File: config.mk
export PLATFORM = sky130hd
export DESIGN_NAME = booth_mul_n
export DESIGN_NICKNAME = d
export VERILOG_FILES = /design/src/rtl/booth_pkg.sv /design/src/rtl/booth_uc.sv /design/src/rtl/booth_mul_n.sv
export SDC_FILE = /design/constraint.sdc
export NUM_CORES = 1
export LEC_CHECK = 0
export BUFFER_PORTS_ARGS = -buffer_cell sky130_fd_sc_hd__buf_2
export CAP_MARGIN = 20
export CELL_PAD_IN_SITES_DETAIL_PLACEMENT = 1
export CELL_PAD_IN_SITES_GLOBAL_PLACEMENT = 1
export CORE_UTILIZATION = 48
export DETAILED_ROUTE_END_ITERATION = 6
export PLACE_DENSITY = 0.95
export SYNTH_ARGS = -nofsm -noshare
export SYNTH_HDL_FRONTEND = slang
export SYNTH_SLANG_ARGS = --single-unit
File: constraint.sdc
create_clock -name clk -period 6.7 [get_ports clk]
set_input_delay 1.34 -clock clk [delete_from_list [all_inputs] [get_ports clk]]
set_output_delay 1.34 -clock clk [all_outputs]
set_load 0.005 [all_outputs]
File: src/rtl/booth_pkg.sv
// Shared types and helpers for the radix-2 Booth multiplier.
package booth_pkg;

  typedef enum logic {IDLE, RUN} state_t;

  typedef enum logic [1:0] {NOP, ADD, SUB} booth_op_t;

  // Counter must hold W = N+1 iterations.
  function automatic int count_w(input int n);
    return $clog2(n + 2);
  endfunction

  function automatic booth_op_t booth_decode(input logic q0, input logic q_m1);
    case ({q0, q_m1})
      2'b01:   return ADD;
      2'b10:   return SUB;
      default: return NOP;
    endcase
  endfunction

endpackage

File: src/rtl/booth_uc.sv
// Booth control unit: IDLE/RUN FSM, iteration counter and datapath strobes.
module booth_uc
  import booth_pkg::*;
#(
  parameter int N = 8
) (
  input  logic clk,
  input  logic reset,
  input  logic start,
  input  logic q0,
  input  logic q_menos1,
  output logic Carga_A,
  output logic Carga_QM,
  output logic Desplaza_AQ,
  output logic Reset_A,
  output logic Resta,
  output logic ultima,
  output logic Fin,
  output logic busy
);

  localparam int W  = N + 1;
  localparam int CW = count_w(N);

  state_t         state_reg, state_next;
  logic [CW-1:0]  count_reg, count_next;
  logic           fin_reg, fin_next;
  booth_op_t      op;

  always_ff @(posedge clk or negedge reset) begin
    if (!reset) begin
      state_reg <= IDLE;
      count_reg <= '0;
      fin_reg   <= 1'b0;
    end else begin
      state_reg <= state_next;
      count_reg <= count_next;
      fin_reg   <= fin_next;
    end
  end

  always_comb begin
    state_next  = state_reg;
    count_next  = count_reg;
    fin_next    = 1'b0;
    Carga_A     = 1'b0;
    Carga_QM    = 1'b0;
    Desplaza_AQ = 1'b0;
    Reset_A     = 1'b0;
    Resta       = 1'b0;
    ultima      = 1'b0;
    op          = booth_decode(q0, q_menos1);
    case (state_reg)
      IDLE: begin
        if (start) begin
          Carga_QM   = 1'b1;
          Reset_A    = 1'b1;
          count_next = CW'(W);
          state_next = RUN;
        end
      end
      RUN: begin
        Desplaza_AQ = 1'b1;
        Carga_A     = (op != NOP);
        Resta       = (op == SUB);
        count_next  = count_reg - 1'b1;
        // Last iteration: product is captured on this edge, Fin follows.
        if (count_reg == CW'(1)) begin
          ultima     = 1'b1;
          fin_next   = 1'b1;
          state_next = IDLE;
        end
      end
      default: state_next = IDLE;
    endcase
  end

  assign Fin  = fin_reg;
  assign busy = (state_reg == RUN);

endmodule

File: src/rtl/booth_mul_n.sv
// Parametrised sequential radix-2 Booth multiplier, signed or unsigned N x N -> 2N.
module booth_mul_n
  import booth_pkg::*;
#(
  parameter int N = 8
) (
  input  logic           clk,
  input  logic           reset,
  input  logic           start,
  input  logic           signed_mode,
  input  logic [N-1:0]   multiplicando,
  input  logic [N-1:0]   multiplicador,
  output logic           busy,
  output logic [2*N-1:0] result,
  output logic           Fin
);

  localparam int W = N + 1;

  logic [W-1:0]   a_reg, q_reg, m_reg;
  logic           qm1_reg;
  logic [2*N-1:0] result_reg;

  logic [W-1:0]   a_sum, a_shift, q_shift;
  logic [2*N-1:0] result_next;

  logic carga_a, carga_qm, desplaza_aq, reset_a, resta, ultima;

  // One extra bit lets the same signed Booth core handle unsigned operands.
  function automatic logic [W-1:0] ext(input logic [N-1:0] v, input logic s);
    return {s & v[N-1], v};
  endfunction

  booth_uc #(.N(N)) u_uc (
    .clk        (clk),
    .reset      (reset),
    .start      (start),
    .q0         (q_reg[0]),
    .q_menos1   (qm1_reg),
    .Carga_A    (carga_a),
    .Carga_QM   (carga_qm),
    .Desplaza_AQ(desplaza_aq),
    .Reset_A    (reset_a),
    .Resta      (resta),
    .ultima     (ultima),
    .Fin        (Fin),
    .busy       (busy)
  );

  always_comb begin
    a_sum = a_reg;
    if (carga_a) a_sum = resta ? (a_reg - m_reg) : (a_reg + m_reg);
  end

  assign a_shift = {a_sum[W-1], a_sum[W-1:1]};

  generate
    for (genvar gi = 0; gi < W - 1; gi++) begin : g_qshift
      assign q_shift[gi] = q_reg[gi+1];
    end
  endgenerate
  assign q_shift[W-1] = a_sum[0];

  // Low 2N bits of the shifted {A,Q}; the top two bits never carry product data.
  assign result_next = {a_shift[N-2:0], q_shift};

  always_ff @(posedge clk or negedge reset) begin
    if (!reset) begin
      a_reg      <= '0;
      q_reg      <= '0;
      m_reg      <= '0;
      qm1_reg    <= 1'b0;
      result_reg <= '0;
    end else begin
      if (reset_a) begin
        a_reg   <= '0;
        qm1_reg <= 1'b0;
      end
      if (carga_qm) begin
        m_reg <= ext(multiplicando, signed_mode);
        q_reg <= ext(multiplicador, signed_mode);
      end
      if (desplaza_aq) begin
        a_reg   <= a_shift;
        q_reg   <= q_shift;
        qm1_reg <= q_reg[0];
      end
      if (ultima) result_reg <= result_next;
    end
  end

  assign result = result_reg;

endmodule
# == Yosys cells after proc, flatten, opt, wreduce, memory -nomap -nowiden ==
# Cells that the tools add are included.
# word_totals
reg_bits,50
in_bits,20
output_inout_bits,18
elab_cells,41
# op_classes
addsub,3
n_eq_ne,5
n_mux,20
bitwise_logic,3
reduce_logical,2
# ops
operator,n
$mux W9,6
$mux W1,10
$add A9 B9 Y9,1
$sub A9 B9 Y9,1
$pmux W4 S2,1
$eq A2 B2 Y1 const B,2
$eq A4 B1 Y1 const B,1
$mux W4,1
$pmux W2 S2,1
$reduce_bool A2 Y1,2
$sub A4 B1 Y4 const B,1
$and A1 B1 Y1,2
$eq A2 B1 Y1 const B,1
$ne A2 B2 Y1 const B,1
$pmux W1 S2,1
$not A1 Y1,1

# == Depth between registers and ports, before layout ==
# depth
depth_word,7
ltp_mapped,13
ltp_nobuf,12

# == Modules after synthesis ==
# From an unflattened synthesis, not the netlist that was laid out.
# hier_totals
hier_cells,264
area_unflattened_um2,2662.6
# modules_own_cells
module,n_inst,cells_per_inst,area_per_inst_um2
booth_mul_n,1,233,2341.0
booth_uc,1,31,321.6

# == Worst setup path before layout ==
# No wires, ideal clock.
# synth_timing
path_kind,reg-to-reg
from,register qm1_reg
to,"register result_reg[12], in the netlist result[12]"
setup_ps,127
arrival_ps,2398
t_required_ps,6573
setup_slack_ps,4175
path_stages_with_launch,12
path_buffers,1
period_less_slack_ps,2525
path_cell_list,dfrtp_1 -> inv_1 -> ha_1 -> and2_4 -> buf_6 -> mux2_2 -> fa_1 -> nand2b_1 -> a21oi_1 -> xnor2_1 -> o21ai_0 -> mux2_1
# synth_via
elab_chain_cells,6
elab_cells_between_ends,9
cone_classes,eq/ne (3); mux (5); reduce/logical (1)
# synth_rtl
element,line,source
from (decl),booth_mul_n.sv:21,logic qm1_reg;
from (signal assigned),booth_mul_n.sv:86,qm1_reg <= q_reg[0];
$eq A2 B2 Y1 / $eq A2 B1 Y1 (equally long branches),booth_pkg.sv:14,"case ({q0, q_m1})"
$pmux W2 S2 (*),booth_pkg.sv:14,
$eq A2 B2 Y1,booth_uc.sv:65,Resta = (op == SUB);
$mux W1,booth_uc.sv:53,case (state_reg)
$mux W9,booth_mul_n.sv:52,if (carga_a) a_sum = resta ? (a_reg - m_reg) : (a_reg + m_reg);
$mux W9 (*),booth_mul_n.sv:52,
to (signal assigned),booth_mul_n.sv:88,if (ultima) result_reg <= result_next;
to (decl),booth_mul_n.sv:22,logic [2*N-1:0] result_reg;
# Mark *: on every way between the ends. The rest lies on a longest branch, timed or not.
# A chain may end at the register's enable or synchronous reset.

# == Worst setup path in the final report ==
# layout_timing
from,register qm1_reg
to,register a_reg[5]
# layout_via
elab_chain_cells,7
elab_cells_between_ends,10
cone_classes,eq/ne (3); mux (6); reduce/logical (1)
# layout_rtl
element,line,source
$eq A2 B2 Y1 / $eq A2 B1 Y1 (equally long branches),booth_pkg.sv:14,
$pmux W2 S2 (*),booth_pkg.sv:14,
$eq A2 B2 Y1,booth_uc.sv:65,
$mux W1,booth_uc.sv:53,
$mux W9,booth_mul_n.sv:52,
$mux W9 (*),booth_mul_n.sv:52,
$mux W9 (*),booth_mul_n.sv:83,if (desplaza_aq) begin
to (signal assigned),booth_mul_n.sv:84,a_reg <= a_shift;
to (decl),booth_mul_n.sv:20,"logic [W-1:0] a_reg, q_reg, m_reg;"
# Marks and branches as above.

==> impl_metrics.toml <==
[status]
status = "finished clean"

[global_routing]
grt.met1_usage = 0.320
grt-busiest-layer = "met2"
grt.overflow.total = 0
grt_pass1_vias = 2161
met3_usage = 0.0489
grt_use_total = 0.265
grt_max_degree = 50
antenna_found_initial = 0
grt_use_met2 = 0.450
grt_pass1_wl_mm = 10.8

[floorplanning]
die_w_microns = 75.7
core_sq_um = 5170
ios = 38
die_h_microns = 75.7
rows = 26
die_area_sq_um = 5730
start_util = 0.504

[sta]
maxSlewViolCount = 0
period_share = 0.453
fin_crit_ps = 3030
final_hold_viol_count = 0
relSlewSlack = 0.453
worst_pin_slew_ps = 817
max_clock_freq_ghz = 0.330
setup_viol = 0
tns_ps = 0
skew_ps = 6.07
rsz0062_at_grt = "false"

[finish]
n_antenna_cell = 0
fin_cells = 353
synthToLayoutAreaGrowth_pct = 14.3
finalInstanceArea_sq_um = 2980
drive_above_1_share = 0.233
fin_nets = 315
largest_register_ffs = 16
fillers = 567

[clock_network]
clk_pin_slew_ps = 90
post_cts_resized = 0
cts_setup_buffers = 0
cts_hold_buf = 0
root_buffer = "clkbuf_8"
cts_tree = "done"
cts_max_path_buffers = 2
cts_buffers = 5
clock_latency_ps = 310
cts_sinks = 49
htreeDepth = 2

[drt]
first_iter_violations = 110
totalWireLength_mm = 6.58
drt_first_pass_iters = 4
via_per_inst = 5.69
vias = 2007
detail-route-antenna-nets = 0
wl_per_cell_microns = 18.6
route.detailed.drc = 0

[yosys]
ys_seq_area_frac = 0.471
synth-async-reset-ratio = 1.00
synth_area_per_cell_sq_um = 10.6
ys_warn_count = 0
synth_nets = 279
syn_inst = 246
ys_types = 42
synth-edff-count = 0
syn_area_sq_um = 2600
yosys_register_bits = 49
ys.flop_type = "dfrtp_1"

[placement]
dpl.hpwl_mm = 4.60
dp.cells = 344
io_buffers = 37
gp_congestion = 0.933
post_dp_cell_area_sq_um = 2820

[critical_path]
cp-end-kind = "flop"
required_ps = 6930
cp-start-kind = "flop"
crit_arrival_ps = 3260
crit_type = "flop to flop"
crit_path_max_fanout = 8

[hold_path]
hp-class = "flop to flop"

[flow_run]
drv_cap = 0
-- through the flow --
| stage | setup slack [ps] | hold slack [ps] | utilization |
|---|---|---|---|
| floorplan | 4170 | 466 | - |
| global placement | 3690 | 464 | 0.545 |
| detailed placement | 3670 | 478 | 0.545 |
| CTS | 3730 | 500 | 0.572 |
| global route | 3520 | 521 | 0.576 |
| finish | 3670 | 489 | 0.576 |
-- metal layers --
metal,share of wire,wire length (microns)
met1,0.40,2650
met2,0.53,3480
met3,0.038,249
met4,0.030,198
met5,0,0
-- cells by family after synthesis --
logic type                 count (synthesis)  synth area share
buffers and inverters                     25            0.0480
adders and majority gates                 13            0.0653
and+or+nand+nor                           59             0.114
AOI/OAI and AO/OA                         57             0.135
DFF                                       49             0.471
muxes                                     28             0.116
xor gates and xnor gates                  15            0.0504
-- layout make-up --
class | instances | area [sq um] | area share
Sequential cell | 49 | 1230 | 0.412
Multi-Input combinational cell | 172 | 1250 | 0.421
Tap cell | 70 | 87.6 | 0.0294
Inverter | 14 | 52.6 | 0.0176
Timing Repair Buffer | 40 | 220 | 0.0739
Clock inverter | 3 | 68.8 | 0.0231
Clock buffer | 5 | 68.8 | 0.0231
-- cells in the mapped netlist, types with 4 or more instances --
master / number / area share
ha_1: 12 / 0.058
xnor2_1: 13 / 0.044
mux2i_1: 10 / 0.038
a21oi_1: 13 / 0.025
a31oi_1: 5 / 0.012
nor2_1: 17 / 0.024
o21ai_0: 22 / 0.042
nand2_1: 23 / 0.033
dfrtp_1: 49 / 0.47
nor3_1: 4 / 0.0077
buf_2: 4 / 0.0077
mux2_1: 9 / 0.039
mux2_2: 9 / 0.039
inv_1: 13 / 0.019
-- critical path, stage by stage, from the launching register on --
cell	delay, ps
dfrtp_1	400
inv_1	80
ha_1	140
and2_4	190
mux2_2	380
fa_1	440
nand2b_1	190
a21oi_1	300
a31oi_1	160
xnor2_1	270
mux2i_1	170
o21ai_0	220
-- cells in the final DEF (no fill, tap or decap), types with 2 or more instances in the layout --
cell,Yosys,final
dfrtp_1,49,49
buf_2,4,37
nand2_1,23,23
o21ai_0,22,22
nor2_1,17,17
inv_1,13,13
a21oi_1,13,13
xnor2_1,13,13
ha_1,12,12
mux2i_1,10,10
mux2_2,9,9
mux2_1,9,9
a31oi_1,5,5
clkbuf_8,0,5
nor3_1,4,4
nand2b_1,3,3
a22o_1,3,3
a21o_1,3,3
nor2b_1,2,2
xor2_1,2,2
o31ai_1,2,2
nand3_1,2,2
a32oi_1,2,2
bufinv_16,0,2
buf_4,1,2
-- worst paths after layout --
path	from	end	slack, ps	depth (start not counted)
min reg2reg	result[4]	result[4]	490	1
max reg2reg	qm1_reg	a_reg[5]	3670	11
min	result[4]	result[4]	490	1
max	qm1_reg	a_reg[5]	3670	11
min in group asynchronous	reset	m_reg[2]	860	1
max in group asynchronous	reset	result[8]	5360	2
Power is left out: the tool's default activity adds up to more than one toggle a clock period on the data nets, which glitch-free logic cannot reach.
